===== config.mk =====
export PLATFORM = sky130hd
export DESIGN_NAME = run_ctrl
export DESIGN_NICKNAME = d
export VERILOG_FILES = /design/src/rtl/run_ctrl_pkg.sv /design/src/rtl/run_ctrl_edge_det.sv /design/src/rtl/run_ctrl.sv
export SDC_FILE = /design/constraint.sdc
export NUM_CORES = 1
export LEC_CHECK = 0
export CAP_MARGIN = 20
export CORE_MARGIN = 5
export CORE_UTILIZATION = 65
export CTS_CLUSTER_DIAMETER = 150
export DETAILED_ROUTE_END_ITERATION = 16
export DONT_BUFFER_PORTS = 1
export PLACE_DENSITY = 0.81
export REMOVE_ABC_BUFFERS = 1
export SYNTH_ARGS = -nofsm -noshare
export SYNTH_HDL_FRONTEND = slang
export SYNTH_SLANG_ARGS = --single-unit

===== constraint.sdc =====
create_clock -name clk -period 4.8 [get_ports clk]
set_input_delay 0.96 -clock clk [delete_from_list [all_inputs] [get_ports clk]]
set_output_delay 0.96 -clock clk [all_outputs]
set_load 0.1 [all_outputs]

===== src/rtl/run_ctrl_pkg.sv =====
// Shared types and default sizing for the run controller.
package run_ctrl_pkg;

  // Phases of a single program run.
  typedef enum logic [1:0] {
    IDLE = 2'd0,
    HOLD = 2'd1,
    RUN  = 2'd2,
    DONE = 2'd3
  } run_state_t;

  // Default sizing: PC width, reset hold length and run-counter width.
  localparam int RC_D          = 12;
  localparam int RC_RST_CYCLES = 2;
  localparam int RC_CNT_W      = 16;

  // All-ones value at which the default-width run counter saturates.
  localparam logic [RC_CNT_W-1:0] RC_CNT_SAT = '1;

endpackage


===== src/rtl/run_ctrl_edge_det.sv =====
// Registered rising-edge detector for the run request line.
module run_ctrl_edge_det (
  input  logic clk,
  input  logic reset,
  input  logic d,
  output logic rise
);

  logic d_q;

  // Remember last cycle's level so a new request can be told from a held one.
  always_ff @(posedge clk or posedge reset) begin
    if (reset) d_q <= 1'b0;
    else       d_q <= d;
  end

  assign rise = d & ~d_q;

endmodule


===== src/rtl/run_ctrl.sv =====
// Run controller: holds the core in reset, lets it run, stops it on halt or
// on the cycle limit, and arbitrates the data memory with a host loader.
module run_ctrl
  import run_ctrl_pkg::*;
#(
  parameter int D          = RC_D,
  parameter int RST_CYCLES = RC_RST_CYCLES,
  parameter int CNT_W      = RC_CNT_W
) (
  input  logic             clk,
  input  logic             reset,
  input  logic             req,
  input  logic             core_halt,
  input  logic [D-1:0]     prog_ctr,
  input  logic [CNT_W-1:0] max_cycles,
  output logic             core_reset,
  output logic             core_en,
  output logic             done,
  output logic             timeout,
  output logic [CNT_W-1:0] cycle_count,
  output logic [D-1:0]     end_pc,
  input  logic             host_req,
  output logic             host_gnt
);

  localparam int               HOLD_W    = (RST_CYCLES > 1) ? $clog2(RST_CYCLES) : 1;
  localparam logic [HOLD_W-1:0] HOLD_INIT = HOLD_W'(RST_CYCLES - 1);
  localparam logic [CNT_W-1:0]  CNT_SAT   = '1;

  run_state_t        state;
  run_state_t        state_next;
  logic              start;
  logic              pending;
  logic              idle_like;
  logic              launch;
  logic              limit_hit;
  logic [HOLD_W-1:0] hold_cnt;

  run_ctrl_edge_det u_req_edge (
    .clk   (clk),
    .reset (reset),
    .d     (req),
    .rise  (start)
  );

  // A run may only launch from a quiet state once the host has fully let go
  // of the memory, either on a fresh edge or on one deferred earlier.
  assign idle_like = (state == IDLE) || (state == DONE);
  assign launch    = idle_like && (start || pending) && !host_gnt && !host_req;

  // Compare in one extra bit so count+1 cannot wrap onto a small limit.
  assign limit_hit = (max_cycles != '0) &&
                     ((CNT_W+1)'(cycle_count) + (CNT_W+1)'(1) == (CNT_W+1)'(max_cycles));

  // Next-state and core control decode; the core is kept in reset unless running or stopped.
  always_comb begin
    state_next = state;
    core_reset = 1'b1;
    core_en    = 1'b0;
    done       = 1'b0;
    case (state)
      IDLE: begin
        if (launch) state_next = HOLD;
      end
      HOLD: begin
        if (hold_cnt == '0) state_next = RUN;
      end
      RUN: begin
        core_reset = 1'b0;
        core_en    = 1'b1;
        if (core_halt || limit_hit) state_next = DONE;
      end
      DONE: begin
        core_reset = 1'b0;
        done       = 1'b1;
        if (launch) state_next = HOLD;
      end
      default: state_next = IDLE;
    endcase
  end

  // State register; reset aborts any run in progress without signalling done.
  always_ff @(posedge clk or posedge reset) begin
    if (reset) state <= IDLE;
    else       state <= state_next;
  end

  // Counts down the cycles the core stays in reset before it may run.
  always_ff @(posedge clk or posedge reset) begin
    if (reset)                                hold_cnt <= '0;
    else if (launch)                          hold_cnt <= HOLD_INIT;
    else if (state == HOLD && hold_cnt != '0) hold_cnt <= hold_cnt - HOLD_W'(1);
  end

  // Run statistics: saturating cycle count, and end PC / cause captured on exit; halt beats the limit.
  always_ff @(posedge clk or posedge reset) begin
    if (reset) begin
      cycle_count <= '0;
      timeout     <= 1'b0;
      end_pc      <= '0;
    end else if (launch) begin
      cycle_count <= '0;
      timeout     <= 1'b0;
    end else if (state == RUN) begin
      if (cycle_count != CNT_SAT) cycle_count <= cycle_count + CNT_W'(1);
      if (core_halt) begin
        end_pc  <= prog_ctr;
        timeout <= 1'b0;
      end else if (limit_hit) begin
        end_pc  <= prog_ctr;
        timeout <= 1'b1;
      end
    end
  end

  // Remembers a start that arrived while the host held or wanted the memory.
  always_ff @(posedge clk or posedge reset) begin
    if (reset)                   pending <= 1'b0;
    else if (launch)             pending <= 1'b0;
    else if (idle_like && start) pending <= 1'b1;
  end

  // Host grant follows host_req a cycle later, but only while the core is parked.
  always_ff @(posedge clk or posedge reset) begin
    if (reset) host_gnt <= 1'b0;
    else       host_gnt <= host_req && idle_like && !launch;
  end

endmodule


==> results of run 1 <==
final cells by class:
type                            count  area [µm²]  share of cell area
Clock buffer                        5        37.5              0.0152
Sequential cell                    35         876               0.354
Tap cell                           46        57.6              0.0233
Multi-Input combinational cell    170        1260               0.508
Clock inverter                      3        67.6              0.0273
Inverter                            6        22.5             0.00910
Timing Repair Buffer               18         155              0.0627
cell usage after synthesis (2+ instances only):
cell type  instances
nor3_1             3
dfrtp_1           35
nor2_1            27
and2_1             2
clkbuf_1           6
buf_4              2
nand2_1           14
nor2b_1            3
xnor2_1           14
nor4_1             6
a41oi_1            3
o22ai_1            2
mux2i_1            7
mux2_2             2
o21ai_0            2
xor2_1            20
and3_1             2
a211oi_1           2
mux2_4            10
buf_2              3
and4_1             3
ha_1               5
nand3_1           10
a21oi_1            6
buf_1              2
inv_1              6
nand4_1           11
a21o_1             2
power by group through the flow:
| stage | Sequential (µW) | Clock (µW) | Combinational (µW) |
|---|---|---|---|
| finish | 866 | 269 | 735 |
| global route | 879 | 290 | 776 |
| CTS | 870 | 272 | 729 |
| detailed placement | 873 | 0 | 730 |
| global placement | 868 | 0 | 701 |
| floorplan | 1020 | 0 | 436 |
routing by layer:
metal  track usage  routed length, µm  part of all wire  vias up
li1              -                  -                 -      813
met1         0.304               2100              0.40      834
met2         0.390               2550              0.49       92
met3        0.0870                558              0.11        7
met4        0.0546                 47            0.0089        0
met5             0                  0                 0        -
path summary, 6_finish.rpt:
path / startpoint / to / slack (ns) / depth (start not counted)
setup / recovery: state[0] / core_reset / 1.51 / 2
hold / removal: hold_cnt / hold_cnt / 0.50 / 1
setup reg to reg: cycle_count[3] / end_pc[4] / 1.70 / 8
hold reg to reg: hold_cnt / hold_cnt / 0.50 / 1
max in group asynchronous: reset / state[1] / 3.88 / 2
min in group asynchronous: reset / cycle_count[2] / 0.59 / 2
registers in the layout (all words and copies together), names as in the netlist:
name            cells
end_pc             12
cycle_count        16
u_req_edge.d_q      1
pending             1
host_gnt            1
hold_cnt            1
timeout             1
state               2
metrics by stage:
step	setup slack [ns]	std cells	power, µW
global route	1.43	283	1950
CTS	1.41	282	1870
global placement	1.51	274	1570
floorplan	0.980	211	1450
finish	1.51	283	1870
detailed placement	1.43	274	1600
kinds of logic after synthesis:
family,share of synthesized area
compound gates,0.0951
xor+xnor,0.134
fa+ha+maj,0.0281
buf+inv,0.0445
flops,0.394
mux,0.109
simple gates,0.195
worst max-delay path: stages (launching register included):
cell and delay, ns:
dfrtp_1 0.44, ha_1 0.59, nor2_2 0.97
==> impl_metrics.ini, run 1 <==
[pwr]
swShare = 0.584
ir_worst_vdd_v = 0.000605
switchingPower_uw = 1090
pwr_density_cell_nw_per_um2 = 756
clkPwrFrac = 0.144
combPwrFrac = 0.393
p_leak_uw = 0.00108
seqPwrFrac = 0.463
internal-power_uw = 777

[clock_tree]
cts_max_level = 2
cts_tree = done
post-cts-setup-buffers = 0
cts_hold_buf = 0
cts_root_buffer = clkbuf_4
clock_path_buffers = 2
clk_pin_slew_ns = 0.10
cts_inserted_buffers = 5
cts_sinks = 35
post_cts_resized = 0
clock_latency_ns = 0.35

[detailed_routing]
viasPerCell = 6.17
wl_mm = 5.26
first_pass_iters = 4
drt_iter0_markers = 224
drc = 0
route.vias.total = 1746
drt-wirelength-per-cell_um = 18.6
final_antenna_net_count = 0

[floorplan]
design.core.area_um2 = 3340
rows = 21
io_pins = 66
dieArea_um2 = 4690
start_util = 0.666
die_w_um = 68.5
dieHeight_um = 68.5

[timing]
final_max_slew_viol_count = 0
worst_pin_slew_ns = 1.06
final.setup.tns_ns = 0
fmax_ghz = 0.304
hold_viol_final = 0
relSlewSlack = 0.295
fin_crit_sh = 0.686
finalSetupViolations = 0
holdWs_ns = 0.498
rsz0062_at_grt = false
finalClockSkew_ns = 0.0153
post-route-min-period_ns = 3.29

[global_route]
grt_max_degree = 36
grt_overflow = 0
grt_pass1_vias = 1740
grt_pass1_wl_mm = 8.24
antenna_found_initial = 0
grtUsageTotal = 0.240

[finish]
fin_nets = 274
mostFrequentLayoutCell = dfrtp_1
final_cell_mix = 35 x dfrtp_1, 26 x nor2_1, 20 x xor2_1
drive_above_1_share = 0.186
diodes = 0
postLayoutCellArea_um2 = 2470
utilization = 0.741
area_growth_syn_to_layout_pct = 11.3
fillers = 259

[flow_run]
drv_cap = 0

[yosys]
synth_async_sr_flop_share = 1.00
ys_warn_count = 0
syn-cell-area_um2 = 2220
synth_top_area_share = 0.394
synth_top_cell_by_area = dfrtp_1
syn_inst = 226
ys_seq_elements = 35
synthFlopType = dfrtp_1
avgSynthCellArea_um2 = 9.84
synth_edf_count = 0
synthTopCellsByArea = dfrtp_1 39%, xor2_1 7.9%, mux2_4 6.8%
ys_seq_area_frac = 0.394
netlist-cell-type-count = 44

[min_path]
hold_path.class = flip-flop to flip-flop

[setup_path]
cp-end-kind = output pin
crit_fanout = 4
crit_type = flip-flop to output pin
crit_path_start_kind = flip-flop
worst_ep_required_time_ns = 3.84
worstPathArrival_ns = 2.33

[placement]
placed_area_um2 = 2340
hpwl_mm = 3.92
portBuffers = 0
gp_congestion = 1.02

[outcome]
status = completed
Note: power is estimated with default switching activity, not from simulation.
==> run 2: changes to the inputs <==
- CORE_UTILIZATION: 65 -> 57
- PLACE_DENSITY: 0.81 -> 0.75
- clock period: 4.8 -> 2.95 ns (I/O delays scaled with it)
==> run 2 against run 1 <==
  * Count of clock-buffer cells in the layout unchanged
  * Clock skew down 0.0070 ns
  * Design area up 2.6%
  * Sequential power up 61%
  * Critical path depth up 6
  * Hold slack worse by 0.21 ns
  * Register-to-register slack worse by 1.5 ns
  * First-iteration DRC count down 50%
  * Total power up 65%
  * Critical endpoint is now end_pc[8]
  * Largest cell class unchanged
  * Largest power group unchanged
==> impl_metrics.ini, run 2 (same netlist as run 1, synthesis figures left out) <==
[floorplan]
dieArea_um2 = 5250
start_util = 0.598
die_w_um = 72.5
design.core.area_um2 = 3720
rows = 22
io_pins = 66
dieHeight_um = 72.5

[finish]
mostFrequentLayoutCell = dfrtp_1
largest_reg_flops = 16
area_growth_syn_to_layout_pct = 14.2
postLayoutCellArea_um2 = 2540
final_cell_mix = 35 x dfrtp_1, 27 x buf_4, 26 x nor2_1
utilization = 0.683
diodes = 0
largest_register = cycle_count
fin_nets = 283
reg.largest.list = cycle_count (16), end_pc (12), state (2)
drive_above_1_share = 0.215

[global_route]
grtUsageTotal = 0.212
grt_pass1_vias = 1845
grt_max_degree = 22
antenna_found_initial = 0
grt_overflow = 0
grt_pass1_wl_mm = 8.74

[timing]
setup_ws_ns = 0.173
fin_crit_sh = 0.941
finalClockSkew_ns = 0.00832
final.setup.tns_ns = 0
worst_pin_slew_ns = 0.943
post-route-min-period_ns = 2.78
rsz0062_at_grt = false
hold_viol_final = 0
fmax_ghz = 0.360
relSlewSlack = 0.371
final_max_slew_viol_count = 0
finalSetupViolations = 0

[setup_path]
reg2reg_depth = 8
crit_type = flip-flop to flip-flop
cp-end-kind = flip-flop
crit_path_start_kind = flip-flop
worstPathArrival_ns = 2.95
crit_fanout = 12
worst_ep_required_time_ns = 3.12

[pwr]
ir_worst_vdd_v = 0.000992
pwr_density_cell_nw_per_um2 = 1210
total_power_uw = 3080
p_leak_uw = 0.00113

[detailed_routing]
viasPerCell = 6.01
final_antenna_net_count = 0
drc = 0
drt_iter0_markers = 111
route.vias.total = 1768
wl_mm = 5.29
drt-wirelength-per-cell_um = 18.0
first_pass_iters = 4

[placement]
placed_area_um2 = 2420
gp_congestion = 0.886
hpwl_mm = 4.11
post-place-ws_ns = 0.0834
portBuffers = 0

[clock_tree]
cts_root_buffer = clkbuf_8
cts_tree = done
post-cts-setup-buffers = 0
cts_inserted_buffers = 5
post_cts_resized = 0
cts_max_level = 2
clock_path_buffers = 2
clock_latency_ns = 0.29
cts_sinks = 35
clk_pin_slew_ns = 0.07
cts_hold_buf = 0

[min_path]
hold_path.class = input port to asynchronous set/reset pin

[outcome]
status = completed

[flow_run]
drv_cap = 0
==> run 2: layer usage <==
layer  up-vias  part of all wire  GRT usage
li1        831                 -          -
met1       861              0.41      0.269
met2        70              0.48      0.346
met3         6              0.10     0.0762
met4         0            0.0079     0.0512
met5         -                 0          0
==> run 2: power by group <==
part | internal [µW] | switching (µW) | total, µW
clock network | 252 | 180 | 432
registers | 617 | 769 | 1390
logic | 438 | 828 | 1270
==> run 2: cell type report <==
type                            count  area, µm²
Tap cell                           48       60.1
Clock inverter                      3       43.8
Sequential cell                    35        876
Clock buffer                        5       68.8
Inverter                            6       22.5
Timing Repair Buffer               27        203
Multi-Input combinational cell    170       1260
Fill cell                         319       1180
==> run 2: critical path, cell delays in order (launching register included) <==
cell and delay [ns]:
dfrtp_1 0.42, buf_4 0.16, nand2_1 0.08, or3_1 0.37, a2111oi_2 0.39, nand4_1 0.23
a2111oi_4 0.44, o21ai_4 0.22, mux2_4 0.35
==> run 2: path summary, 6_finish.rpt <==
kind	to	startpoint	slack, ns
max	end_pc[8]	cycle_count[0]	0.17
min	end_pc[0]	reset	0.28
max reg2reg	end_pc[8]	cycle_count[0]	0.17
min reg2reg	hold_cnt	hold_cnt	0.49
max in group asynchronous	cycle_count[2]	reset	1.98
min in group clk	u_req_edge.d_q	req	0.33
==> run 2: metrics by stage <==
step / hold WS, ns / instances
floorplan: 0.454 / 211
global placement: 0.468 / 286
detailed placement: 0.481 / 286
CTS: 0.299 / 294
global route: 0.307 / 294
finish: 0.283 / 294
==> run 3: changes to the inputs <==
- HOLD_SLACK_MARGIN: not set -> 0.15
==> results of run 3 <==
Same layout as run 2: the final DEF is identical, and so are final timing and power.
